**config.mk**
```make
export PLATFORM = sky130hd
export DESIGN_NAME = l2_mem_bridge
export DESIGN_NICKNAME = d
export VERILOG_FILES = /design/src/rtl/l2_mem_bridge.sv
export SDC_FILE = /design/constraint.sdc
export NUM_CORES = 2
export LEC_CHECK = 0
export CAP_MARGIN = 5
export CORE_AREA = 4 4 534 536
export DETAILED_ROUTE_END_ITERATION = 12
export DIE_AREA = 0 0 538 540
export PLACE_DENSITY_LB_ADDON = 0.15
export SLEW_MARGIN = 25
export SYNTH_ARGS = -nofsm -noshare
export SYNTH_HDL_FRONTEND = slang
export SYNTH_SLANG_ARGS = --single-unit
```
**constraint.sdc**
```tcl
create_clock -name clk -period 44.5 [get_ports clk]
set_clock_uncertainty 0.1 [all_clocks]
set_input_delay 4.45 -clock clk [delete_from_list [all_inputs] [get_ports clk]]
set_output_delay 4.45 -clock clk [all_outputs]
set_load 0.05 [all_outputs]
```
**src/rtl/l2_mem_bridge.sv**
```systemverilog
// L2 line request to AXI4 burst bridge: one write-back (AW/W/B) or fill (AR/R)
// in flight at a time, finished by a single-cycle mem_ack.
module l2_mem_bridge #(
  parameter int PADDR_WIDTH = 56,
  parameter int LINE_SIZE   = 64,
  parameter int BUS_WIDTH   = 64,
  parameter int BEATS       = LINE_SIZE * 8 / BUS_WIDTH
) (
  input  logic                       clk,
  input  logic                       rst,
  input  logic                       mem_req,
  input  logic                       mem_we,
  input  logic [PADDR_WIDTH-1:0]     mem_addr,
  input  logic [LINE_SIZE*8-1:0]     mem_wdata,
  output logic                       mem_ack,
  output logic [LINE_SIZE*8-1:0]     mem_rdata,
  output logic                       mem_error,
  output logic                       m_awvalid,
  input  logic                       m_awready,
  output logic [PADDR_WIDTH-1:0]     m_awaddr,
  output logic [7:0]                 m_awlen,
  output logic [2:0]                 m_awsize,
  output logic [1:0]                 m_awburst,
  output logic                       m_wvalid,
  input  logic                       m_wready,
  output logic [BUS_WIDTH-1:0]       m_wdata,
  output logic [BUS_WIDTH/8-1:0]     m_wstrb,
  output logic                       m_wlast,
  input  logic                       m_bvalid,
  output logic                       m_bready,
  input  logic [1:0]                 m_bresp,
  output logic                       m_arvalid,
  input  logic                       m_arready,
  output logic [PADDR_WIDTH-1:0]     m_araddr,
  output logic [7:0]                 m_arlen,
  output logic [2:0]                 m_arsize,
  output logic [1:0]                 m_arburst,
  input  logic                       m_rvalid,
  output logic                       m_rready,
  input  logic [BUS_WIDTH-1:0]       m_rdata,
  input  logic [1:0]                 m_rresp,
  input  logic                       m_rlast
);

  localparam int LINE_W = LINE_SIZE * 8;
  localparam int STRB_W = BUS_WIDTH / 8;
  localparam int CNT_W  = $clog2(BEATS) + 1;
  localparam logic [CNT_W-1:0]       LAST_IDX = CNT_W'(BEATS - 1);
  localparam logic [CNT_W-1:0]       NBEATS   = CNT_W'(BEATS);
  localparam logic [PADDR_WIDTH-1:0] OFF_MASK = PADDR_WIDTH'(LINE_SIZE - 1);
  localparam logic [7:0]             AX_LEN   = 8'(BEATS - 1);
  localparam logic [2:0]             AX_SIZE  = 3'($clog2(STRB_W));
  localparam logic [1:0]             AX_INCR  = 2'b01;

  typedef enum logic [2:0] {
    S_IDLE, S_AW, S_W, S_B, S_AR, S_R, S_ACK
  } state_e;

  state_e                 state_q, state_d;
  logic [PADDR_WIDTH-1:0] addr_q, addr_d;
  logic [LINE_W-1:0]      wdata_q, wdata_d;
  logic [LINE_W-1:0]      rbuf_q, rbuf_d;
  logic [CNT_W-1:0]       cnt_q, cnt_d;
  logic                   err_q, err_d;
  logic [CNT_W-2:0]       beat_idx;

  assign beat_idx = cnt_q[CNT_W-2:0];

  always_ff @(posedge clk or posedge rst) begin
    if (rst) begin
      state_q <= S_IDLE;
      addr_q  <= '0;
      wdata_q <= '0;
      rbuf_q  <= '0;
      cnt_q   <= '0;
      err_q   <= 1'b0;
    end else begin
      state_q <= state_d;
      addr_q  <= addr_d;
      wdata_q <= wdata_d;
      rbuf_q  <= rbuf_d;
      cnt_q   <= cnt_d;
      err_q   <= err_d;
    end
  end

  always_comb begin
    state_d = state_q;
    addr_d  = addr_q;
    wdata_d = wdata_q;
    rbuf_d  = rbuf_q;
    cnt_d   = cnt_q;
    err_d   = err_q;
    unique case (state_q)
      S_IDLE: begin
        if (mem_req) begin
          addr_d  = mem_addr & ~OFF_MASK;
          wdata_d = mem_wdata;
          cnt_d   = '0;
          err_d   = 1'b0;
          state_d = mem_we ? S_AW : S_AR;
        end
      end
      S_AW: if (m_awready) state_d = S_W;
      S_W: begin
        if (m_wready) begin
          cnt_d = cnt_q + 1'b1;
          if (cnt_q == LAST_IDX) state_d = S_B;
        end
      end
      S_B: begin
        if (m_bvalid) begin
          err_d   = err_q | (m_bresp != 2'b00);
          state_d = S_ACK;
        end
      end
      S_AR: if (m_arready) state_d = S_R;
      S_R: begin
        if (m_rvalid) begin
          // Counter saturates at BEATS so every overflow beat stays detectable.
          if (cnt_q < NBEATS) begin
            rbuf_d[beat_idx*BUS_WIDTH +: BUS_WIDTH] = m_rdata;
            cnt_d = cnt_q + 1'b1;
          end
          err_d = err_q | (m_rresp != 2'b00) | (cnt_q >= NBEATS)
                | (m_rlast && (cnt_q != LAST_IDX));
          if (m_rlast) begin
            state_d = S_ACK;
            if (err_d) rbuf_d = '0;
          end
        end
      end
      S_ACK:   state_d = S_IDLE;
      default: state_d = S_IDLE;
    endcase
  end

  // Attribute fields read zero outside their own address phase.
  assign m_awvalid = (state_q == S_AW);
  assign m_awaddr  = addr_q;
  assign m_awlen   = m_awvalid ? AX_LEN  : 8'd0;
  assign m_awsize  = m_awvalid ? AX_SIZE : 3'd0;
  assign m_awburst = m_awvalid ? AX_INCR : 2'd0;

  assign m_wvalid  = (state_q == S_W);
  assign m_wdata   = wdata_q[beat_idx*BUS_WIDTH +: BUS_WIDTH];
  assign m_wstrb   = m_wvalid ? {STRB_W{1'b1}} : '0;
  assign m_wlast   = m_wvalid && (cnt_q == LAST_IDX);
  assign m_bready  = (state_q == S_B);

  assign m_arvalid = (state_q == S_AR);
  assign m_araddr  = addr_q;
  assign m_arlen   = m_arvalid ? AX_LEN  : 8'd0;
  assign m_arsize  = m_arvalid ? AX_SIZE : 3'd0;
  assign m_arburst = m_arvalid ? AX_INCR : 2'd0;
  assign m_rready  = (state_q == S_R);

  assign mem_ack   = (state_q == S_ACK);
  assign mem_error = mem_ack & err_q;
  assign mem_rdata = rbuf_q;

endmodule
```
==> run summary <==
max-slew violation count -> 0
Buffers & Inverters on Critical Path -> 4
Distinct cells, synth -> 46
CP dominant cell by count -> buf_4
vias per inst -> 4.11
cell family with most CP delay -> buffers and inverters
cells after synthesis -> 4094
Tcrit/Tclk final -> 0.215
critical-path cell list -> buf_4 -> buf_4 -> buf_4 -> mux4_2 -> nand2_1 -> nand2_1 -> clkdlybuf4s50_1
Initial Util -> 0.169
Die Y-Extent -> 540 µm
Post-synth EDFFs -> 0
Slew headroom -> 0.200
TritonCTS buffer count -> 150
most common cell after layout, fill and taps aside -> clkdlybuf4s50_1
post-layout util -> 0.245
DPL Wire Length -> 183 mm
largest net degree at the start of global routing -> 166
Initial DRC Count -> 2171
Top FF cell, synth -> dfrtp_1
final hold violations -> 0
Netlist Area Pre-Place -> 47600 µm²
GRT Total Usage -> 0.165
Worst Hold Class -> flip-flop to flip-flop
Static Leak -> 27.1 nW
cts-stage hold buffer count -> 0
setup repair after global routing missed its margin -> no
Final Setup Violations -> 0
syn_area_per_cell -> 11.6 µm²
row count -> 195
layout cells sized above 1 -> 0.192
CP arrival -> 5.02 ns
Setup Fix Bufs, Post-CTS -> 0
outcome -> completed
Max stage delay on crit path -> 0.84 ns
Port Buf Inserts -> 1343
Setup Total Neg Slack -> 0 ns
startpoint types -> flip-flop
H-tree Lvls -> 4
drt pass-1 iters -> 5
slew at the pin closest to its max-slew limit -> 1.20 ns
Peak VDD IR -> 0.0637 mV
WL/cell -> 27.6 µm
Period minus WS final -> 9.57 ns
initial antenna violation count -> 135
die footprint -> 291000 µm²
Reg clk slew, reported paths -> 0.06 ns
io pins -> 1376
Die X -> 538 µm
#FFs+latches synth -> 1082
Final #Nets -> 5848
CP max-delay cell -> dfrtp_4
detailed-route via count -> 37300
Max-Cap Viols -> 0
CTS resizes -> 0
synth warn -> 0
first-pass GRT wire length -> 337 mm
Final ANT Viol Nets -> 0
CTS tree -> done
CP endpoint kind -> output pin
vias in the first global route -> 38500
commonest cells after routing, fill and taps aside -> 1341 x clkdlybuf4s50_1, 1079 x dfrtp_1, 774 x nand2_1, 563 x mux2_2, 516 x a21oi_1
Area Growth Syn to Fin -> 44.7%
Placeable Area -> 281000 µm²
CP Class -> flip-flop to output pin
Residual DRC -> 0
routability cong. -> 0.761
fill count -> 29900
Crit Path Max Fanout -> 31
Worst EP required -> 39.95 ns
Async SR Flop Fraction -> 1.00
Clock Latency Late Sink -> 0.76 ns
pwr/cell area -> 67.2 nW/µm²
Seq/Total Area, Yosys -> 0.569
CTS Sinks -> 1082
Post-Route WL -> 250 mm
gr ovfl total -> 0
Max Freq -> 105 MHz
CTS max path bufs -> 4
root buf cell -> clkbuf_16
-- registers in the layout, summed over array words and instances (netlist names) --
name and cells:
cnt_q 4, err_q 1, m_araddr 50, mem_rdata 512, state_q 3, wdata_q 512
-- worst reg2reg max path: stages, from the launching register on --
cell and delay, ns:
dfrtp_1 0.60, nor4b_2 0.64, buf_4 0.69, buf_12 0.49, buf_12 1.07, buf_4 0.91, buf_4 0.89, mux2_2 0.48
-- worst paths after layout --
path | startpoint | to | slack, ns | depth (start not counted)
min | wdata_q[212] | wdata_q[212] | 0.40 | 1
max in group asynchronous | rst | mem_rdata[277] | 35.36 | 8
max | cnt_q[0] | m_wdata[54] | 34.93 | 7
min reg2reg | wdata_q[212] | wdata_q[212] | 0.40 | 1
max reg2reg | state_q[2] | wdata_q[58] | 38.54 | 7
min in group asynchronous | rst | wdata_q[342] | 4.02 | 2
-- cells in the mapped netlist, types with 6 or more instances --
master | instances | share of area
a21oi_1 | 516 | 0.054
and4_1 | 6 | 0.0011
buf_1 | 36 | 0.0028
buf_2 | 153 | 0.016
buf_4 | 161 | 0.025
buf_6 | 28 | 0.0066
clkbuf_1 | 110 | 0.0087
dfrtp_1 | 1082 | 0.57
ha_1 | 7 | 0.0018
inv_1 | 9 | 0.00071
mux2_2 | 563 | 0.13
mux4_2 | 128 | 0.061
nand2_1 | 774 | 0.061
nand3_1 | 449 | 0.047
nand4_2 | 6 | 0.0016
nor2_1 | 7 | 0.00055
nor3b_1 | 6 | 0.00095
o21ai_0 | 10 | 0.0011
-- through the flow --
step / cell area, µm² / power [mW] / instances / setup slack [ns] / hold slack (ns)
6_report: 68800 / 4.62 / 9077 / 34.93 / 0.399
5_1_grt: 68800 / 4.86 / 9059 / 34.49 / 0.408
4_1_cts: 68700 / 4.75 / 9046 / 34.56 / 0.404
3_5_place_dp: 63700 / 3.46 / 8783 / 34.16 / 0.391
3_3_place_gp: 63700 / 3.45 / 8783 / 34.15 / 0.385
2_1_floorplan: 47700 / 2.69 / 4119 / 9.49 / 0.375
-- area by class of cell --
type                    count  area (µm²)  area share
clock buffers             224        4500      0.0654
flip-flops and latches   1082       27100       0.394
diodes                     28        70.1     0.00102
well taps                3743        4680      0.0680
repair buffers           1412       14100       0.205
inverters                   9        42.5    0.000618
multi-input cells        2540       17800       0.259
clock inverters            39         508     0.00738
-- per-layer routing --
| metal | up-vias | part of all wire | GRT usage |
|---|---|---|---|
| li1 | 16300 | - | - |
| met1 | 19000 | 0.36 | 0.176 |
| met2 | 1403 | 0.52 | 0.302 |
| met3 | 421 | 0.096 | 0.0681 |
| met4 | 142 | 0.024 | 0.0383 |
| met5 | - | 0.0037 | 0 |
-- power by group --
group | switching (mW) | leakage [nW] | internal, mW
Clock | 0.486 | 2.46 | 0.756
Sequential | 0.208 | 13.9 | 1.28
Combinational | 1.15 | 10.7 | 0.743
-- cell families (layout without fill, tap and decap cells) --
| family | after synthesis | count (layout) | share of synthesized area |
|---|---|---|---|
| muxes | 692 | 692 | 0.194 |
| and+or+nand+nor | 1279 | 1279 | 0.117 |
| buffers and inverters | 497 | 1684 | 0.0604 |
| adders and majority gates | 7 | 7 | 0.00184 |
| AOI/OAI and AO/OA | 536 | 536 | 0.0571 |
| DFF | 1082 | 1082 | 0.569 |
| other | 1 | 54 | 0.0000788 |
Note: power is estimated with default switching activity, not from simulation.
